File: config.mk
export PLATFORM = sky130hd
export DESIGN_NAME = icache_flat
export DESIGN_NICKNAME = d
export VERILOG_FILES = /design/src/rtl/cpu_types_pkg.sv /design/src/rtl/icache_if.sv /design/src/rtl/icache.sv /design/src/flat_wrapper.sv
export SDC_FILE = /design/constraint.sdc
export NUM_CORES = 1
export LEC_CHECK = 0
export BUFFER_PORTS_ARGS = -buffer_cell sky130_fd_sc_hd__buf_2
export CORE_MARGIN = 4
export CORE_UTILIZATION = 40
export CTS_CLUSTER_DIAMETER = 150
export DETAILED_ROUTE_END_ITERATION = 7
export HOLD_SLACK_MARGIN = 0.02
export MAX_ROUTING_LAYER = met4
export PLACE_DENSITY = 0.65
export RECOVER_POWER = 25
export SLEW_MARGIN = 40
export SYNTH_ARGS = -nofsm -noshare
export SYNTH_HDL_FRONTEND = slang
export SYNTH_SLANG_ARGS = --single-unit
File: constraint.sdc
create_clock -name CLK -period 5.34 [get_ports CLK]
set_clock_uncertainty 0.1 [all_clocks]
set_input_delay 0.267 -clock CLK [delete_from_list [all_inputs] [get_ports CLK]]
set_output_delay 0.267 -clock CLK [all_outputs]
set_load 0.005 [all_outputs]
File: src/rtl/cpu_types_pkg.sv
// rtl/cpu_types_pkg.sv - shared CPU types for the instruction cache
package cpu_types_pkg;
   localparam int WORD_W    = 32;
   localparam int ITAG_W    = 26;
   localparam int IIDX_W    = 3;
   localparam int IBLK_W    = 1;
   localparam int IBYT_W    = 2;
   localparam int IBLKWORDS = 2;

   typedef logic [WORD_W-1:0] word_t;

   typedef struct packed {
      logic [ITAG_W-1:0] tag;
      logic [IIDX_W-1:0] idx;
      logic [IBLK_W-1:0] blkoff;
      logic [IBYT_W-1:0] bytoff;
   } icachef_t;

   typedef struct packed {
      logic                  valid;
      logic [ITAG_W-1:0]     tag;
      word_t [IBLKWORDS-1:0] data;
   } icache_frame_t;

   typedef enum logic [1:0] {IDLE, FETCH0, FETCH1} icache_state_t;
endpackage

File: src/rtl/icache_if.sv
// rtl/icache_if.sv - fetch port and memory instruction port of the icache
interface icache_if;
   import cpu_types_pkg::*;

   logic  imemREN;
   word_t imemaddr;
   logic  ihit;
   word_t imemload;
   logic  iREN;
   word_t iaddr;
   logic  iwait;
   word_t iload;

   modport slave (
      input  imemREN, imemaddr, iwait, iload,
      output ihit, imemload, iREN, iaddr
   );

   modport master (
      output imemREN, imemaddr, iwait, iload,
      input  ihit, imemload, iREN, iaddr
   );
endinterface

File: src/rtl/icache.sv
// rtl/icache.sv - direct-mapped icache, 8 frames of 2-word blocks
// Combinational hits; misses run a two-beat refill from the latched miss address.
module icache
   import cpu_types_pkg::*;
#(
   parameter int NSETS    = 8,
   parameter int BLKWORDS = 2
) (
   input logic     CLK,
   input logic     nRST,
   icache_if.slave cif
);
   localparam logic [IBLK_W-1:0] FIRST_WORD = '0;
   localparam logic [IBLK_W-1:0] LAST_WORD  = IBLK_W'(BLKWORDS - 1);

   icache_frame_t     frames [NSETS];
   icache_state_t     state, next_state;
   logic [ITAG_W-1:0] miss_tag;
   logic [IIDX_W-1:0] miss_idx;
   icachef_t          addr;
   logic              hit, start_miss, fill0, fill1;
   logic              unused_bytoff;

   assign addr          = icachef_t'(cif.imemaddr);
   assign unused_bytoff = ^addr.bytoff;

   // Hits are suppressed during a refill so the fetch port never sees a half-written frame.
   assign hit = cif.imemREN && frames[addr.idx].valid &&
                (frames[addr.idx].tag == addr.tag) && (state == IDLE);
   assign cif.ihit     = hit;
   assign cif.imemload = hit ? frames[addr.idx].data[addr.blkoff] : '0;

   always_comb begin
      next_state = state;
      cif.iREN   = 1'b0;
      cif.iaddr  = '0;
      start_miss = 1'b0;
      fill0      = 1'b0;
      fill1      = 1'b0;
      unique case (state)
         IDLE: begin
            if (cif.imemREN && !hit) begin
               start_miss = 1'b1;
               next_state = FETCH0;
            end
         end
         FETCH0: begin
            cif.iREN  = 1'b1;
            cif.iaddr = {miss_tag, miss_idx, FIRST_WORD, 2'b00};
            if (!cif.iwait) begin
               fill0      = 1'b1;
               next_state = FETCH1;
            end
         end
         FETCH1: begin
            cif.iREN  = 1'b1;
            cif.iaddr = {miss_tag, miss_idx, LAST_WORD, 2'b00};
            if (!cif.iwait) begin
               fill1      = 1'b1;
               next_state = IDLE;
            end
         end
         default: next_state = IDLE;
      endcase
   end

   always_ff @(posedge CLK) begin
      if (!nRST) begin
         state    <= IDLE;
         miss_tag <= '0;
         miss_idx <= '0;
         for (int i = 0; i < NSETS; i++) frames[i] <= '0;
      end else begin
         state <= next_state;
         if (start_miss) begin
            miss_tag <= addr.tag;
            miss_idx <= addr.idx;
         end
         if (fill0) frames[miss_idx].data[FIRST_WORD] <= cif.iload;
         // Tag and valid land with the last beat, so the old block stays intact until then.
         if (fill1) begin
            frames[miss_idx].data[LAST_WORD] <= cif.iload;
            frames[miss_idx].tag             <= miss_tag;
            frames[miss_idx].valid           <= 1'b1;
         end
      end
   end
endmodule

File: src/flat_wrapper.sv
// flat-port wrapper written by rule: the top's interface ports become plain ports
module icache_flat import cpu_types_pkg::*;
#(
   parameter int NSETS    = 8,
   parameter int BLKWORDS = 2
)
  (CLK, nRST, cif_imemREN, cif_imemaddr, cif_iwait, cif_iload, cif_ihit, cif_imemload, cif_iREN, cif_iaddr);
  icache_if cif_i ();
  input logic CLK;
  input logic nRST;
  input wire logic [$bits(cif_i.imemREN)-1:0] cif_imemREN;
  input wire logic [$bits(cif_i.imemaddr)-1:0] cif_imemaddr;
  input wire logic [$bits(cif_i.iwait)-1:0] cif_iwait;
  input wire logic [$bits(cif_i.iload)-1:0] cif_iload;
  output wire logic [$bits(cif_i.ihit)-1:0] cif_ihit;
  output wire logic [$bits(cif_i.imemload)-1:0] cif_imemload;
  output wire logic [$bits(cif_i.iREN)-1:0] cif_iREN;
  output wire logic [$bits(cif_i.iaddr)-1:0] cif_iaddr;
  assign cif_i.imemREN = cif_imemREN;
  assign cif_i.imemaddr = cif_imemaddr;
  assign cif_i.iwait = cif_iwait;
  assign cif_i.iload = cif_iload;
  assign cif_ihit = cif_i.ihit;
  assign cif_imemload = cif_i.imemload;
  assign cif_iREN = cif_i.iREN;
  assign cif_iaddr = cif_i.iaddr;
  icache #(.NSETS(NSETS), .BLKWORDS(BLKWORDS)) u_core (.CLK(CLK), .nRST(nRST), .cif(cif_i));
endmodule
* Word-level counts from Yosys, hierarchy flattened
Memory sizes are Yosys's and may differ from the RTL's.
Cells that the tools add are included.
** Word-level totals
- Word-level logic and storage cells :: 44
- Bits in writable memories :: 728
- Bits in registers :: 31
- Memories :: 1
- Output and inout bits :: 66
** Memories
- u_core.frames :: words 8, bits a word 91, read ports 1, clocked after Yosys merged registers in 0, write ports 8, line icache.sv:16 : icache_frame_t frames [NSETS];
** Cells by class
- Reduce and logical (&&, ||, !) cells :: 9
- Magnitude comparators :: 1
- Equal/unequal tests :: 6
- Muxes and demuxes :: 24
** Operators by type and width (number)
- 32-bit 2-to-1 mux :: 3
- 91-bit 2-to-1 mux :: 1
- 91-bit OR reduction :: 1
- 32-bit one-hot mux with 2 select lines :: 1
- 26-bit equality test :: 1
- 1-bit 2-to-1 mux :: 13
- 2-bit 2-to-1 mux :: 4
- 2-bit inequality test, second input constant :: 3
- 2-bit one-hot mux with 3 select lines :: 1
- 1-bit logical AND :: 4
- 3-bit 2-to-1 mux :: 1
- 3-bit AND reduction :: 1
- 2-bit by 1-bit equality test with 1-bit output, second input constant :: 1
- 2-bit equality test, second input constant :: 1
- 2-bit zero test :: 1
- 1-bit by 2-bit < comparator with 1-bit output, second input constant :: 1
- 2-bit OR reduction :: 1
- 1-bit zero test :: 1

* Longest topological paths before layout
An unclocked memory read counts as a cell.
- Depth after elaboration :: 8
- Mapped depth :: 12
- Depth with buffers taken out :: 7

* Least setup slack after synthesis
No wires, ideal clock.
- Path type :: register -> register
- From :: register u_core.state[0]
- To :: memory u_core.frames[6][32] in the netlist's numbering (enable)
- Clock period less this slack :: 5607 ps
- Data required time :: 4686 ps
- Buffers on the path :: 0
- Library setup time :: 554 ps
- Stages on the path, launching flop included :: 6
- Slack :: -267 ps
- Data arrival time :: 4953 ps
- Cells stage by stage :: dfxtp_1 inv_1 ha_1 and2_1 nand2_1 o21ai_0
** RTL lines
- start, declared :: line icache.sv:17 : icache_state_t state, next_state;
- start signal, assigned :: line icache.sv:74 : state <= next_state;
- end, declared :: line icache.sv:16

==> impl_metrics.ini <==
[grt]
grt_max_degree = 89
grt_pass1_vias = 20100
grt_pass1_wl_um = 132000
antenna_found_initial = 3
grt.total_usage_pct = 20.6
overflow = 0

[timing]
fin_crit_sh_pct = 87.0
period_minus_slack_ps = 4650
setup_viol = 0
rsz0062_at_grt = no
worst_slew_pin_slew_ps = 3680
fmax_ghz = 0.215
hold_viol = 0
finalSetupTns_ps = 0
finalMaxSlewViolations = 599
slew-limit-headroom_pct = -146

[clock_tree]
post_cts_resize_count = 0
clockRootBuffer = clkbuf_16
path_clk_slew_ps = 60
tritoncts.num_buffers = 82
clk_latency_ps = 630
clock_path_buffers = 3
clock_sinks = 759
h-tree-depth = 3
tritoncts = built

[final_layout]
area_growth_pct = 15.1
final_cell_mix = edfxtp_1, and2_1, mux4_2
final_layout_size_suffix_gt1_share_pct = 21.7
final_common_cell = edfxtp_1
fin_nets = 2384
finish.utilization_pct = 46.4

[floorplan]
dieArea_um2 = 90800
ioPinCount = 134
rows = 107
die_h_um = 301
initial_core_util_pct = 40.3
core_area_um2 = 85300
die_x_um = 301

[logic_synthesis]
async_flop_share_pct = 0
ys_seq_area_share_pct = 65.1
synth_area_leader_cell = edfxtp_1
synth_xor_area_share_pct = 0.637
yosys.area.top_type_share_pct = 62.9
yosys.area_share.adder_pct = 0.182
synthMuxAreaShare_pct = 15.6
synth_top_family_by_area = simple AND/OR/NAND/NOR gates
synth_edf_count = 720
synth_compound_area_share_pct = 0.502
syn_avg_cell_area_um2 = 15.9
ys.flop_type = edfxtp_1
syn_inst = 2165
ys_top_cells_by_area = edfxtp_1, mux4_2, and2_1
ys_types = 31
yosysWarningCount = 0
syn-cell-area_um2 = 34400
ys_ff_latch = 759
synth-simple-area-share_pct = 15.7

[job]
timing.max_cap.violations = 18

[min_path]
hold_start = cif_iload[6]
hold_depth = 2
worstHoldPathType = input pin to register
holdPathEnd = u_core.frames[1][38]$_DFFE_PP_

[critical_path]
crit_type = register to register
arrival_ps = 4830
cp_max_fo = 33
cp.required_ps = 5520
r2r_cells = 7
end_kind = register
cp-start-kind = register
regToRegSetupSlack_ps = 690
r2r_start = u_core.state[1]$_SDFFE_PN0P_
crit-reg2reg-capture = u_core.frames[1][6]$_DFFE_PP_

[power_and_ir_drop]
ir_worst_vdd_mv = 0.227
leakagePower_nw = 14.5
powerDensity_nw_per_um2 = 341

[route]
ant_nets = 0
drtIter0Drc = 1793
drc = 0
wirelength_um = 90400
detail_route.first_pass.iterations = 5
wire_per_inst_um = 25.6
viasPerCell = 5.41
num_vias = 19100

[place]
dpl.hpwl_um = 48300
gp_congestion = 0.732
port_buffers = 129

[run_status]
status = finished with violations
violations = max-capacitance violations, max-slew violations
## Yosys cell counts (2+ instances only)
cell type and number:
dfxtp_1 39, o21a_1 2, buf_2 21, and2_1 751, ha_1 5, nor2_1 8
clkbuf_1 145, nor2b_1 34, mux4_2 212, a21o_1 9, nor4_1 8, buf_6 7
a21oi_1 2, inv_1 5, a32oi_1 2, nand2b_1 12, xnor2_1 25, edfxtp_1 720
nand2_1 67, o21ai_0 9, buf_4 2, buf_1 4, nor3_1 8, nand3_1 3
mux2i_1 59
## layout make-up
| class | instances | area [um2] |
|---|---|---|
| Antenna cell | 4 | 10.0 |
| Inverter | 5 | 18.8 |
| Clock inverter | 45 | 477 |
| Timing Repair Buffer | 240 | 1710 |
| Clock buffer | 106 | 2240 |
| Tap cell | 1144 | 1430 |
| Multi-Input combinational cell | 1223 | 11300 |
| Sequential cell | 759 | 22400 |
| Fill cell | 7430 | 45700 |
## worst max-delay path, cell delays in order (launching register included)
cell	delay (ps)
dfxtp_1	330
inv_1	110
ha_1	300
nand2_1	190
nor3_1	210
clkbuf_1	1710
nand2b_2	830
buf_4	470
## kinds of logic after synthesis
logic type | after synthesis
compound gates | 26
flops | 759
simple gates | 893
mux | 272
buf+inv | 184
fa+ha+maj | 5
xor+xnor | 25
other cells | 1
## power by group
part	switching (mW)	internal, mW	total (mW)
Sequential	0.0993	6.72	6.82
Combinational	0.538	0.392	0.930
Clock	2.34	3.40	5.74
## sequential cells by signal, indices dropped and copies added (netlist names)
| register | cells |
|---|---|
| u_core.frames | 728 |
| u_core.miss_idx | 3 |
| u_core.miss_tag | 26 |
| u_core.state | 2 |
## through the flow
step,std cells,power [mW],worst slack (ps),hold slack [ps],area [um2]
2_1_floorplan,2166,7.50,-253,309,34400
3_3_place_gp,3307,7.82,1190,329,36300
3_5_place_dp,3311,7.86,1430,346,36400
4_1_cts,3521,13.6,1270,23.6,39700
5_1_grt,3524,13.9,618,20.3,39600
6_report,3526,13.5,694,35.6,39600
## worst max-delay path by stage
stage                     cells after the start                             end                      startpoint
after floorplan                               5  u_core.frames[5][32]$_DFFE_PP_    u_core.state[0]$_SDFFE_PN0P_
after global placement                        7                 cif_imemload[2]                 cif_imemaddr[4]
after detailed placement                      7                 cif_imemload[2]                 cif_imemaddr[4]
after CTS                                     8                cif_imemload[24]  u_core.frames[3][71]$_DFFE_PP_
after global routing                          7   u_core.frames[0][5]$_DFFE_PP_    u_core.state[1]$_SDFFE_PN0P_
final                                         7   u_core.frames[1][6]$_DFFE_PP_    u_core.state[1]$_SDFFE_PN0P_
## repair_timing
item	CTS	global route
endpoints found under the hold margin	523	0
endpoints found under the setup margin	0	0
hold buffers	59	0
buffers inserted	0	0
## routing by layer
metal	wire, um	part of all wire, %	global-route usage (%)
met5	0	0	-
met4	2510	2.8	5.57
met3	6920	7.7	3.55
met2	45200	50	34.1
met1	35800	40	26.4
Note: power is estimated with default switching activity, not from simulation.
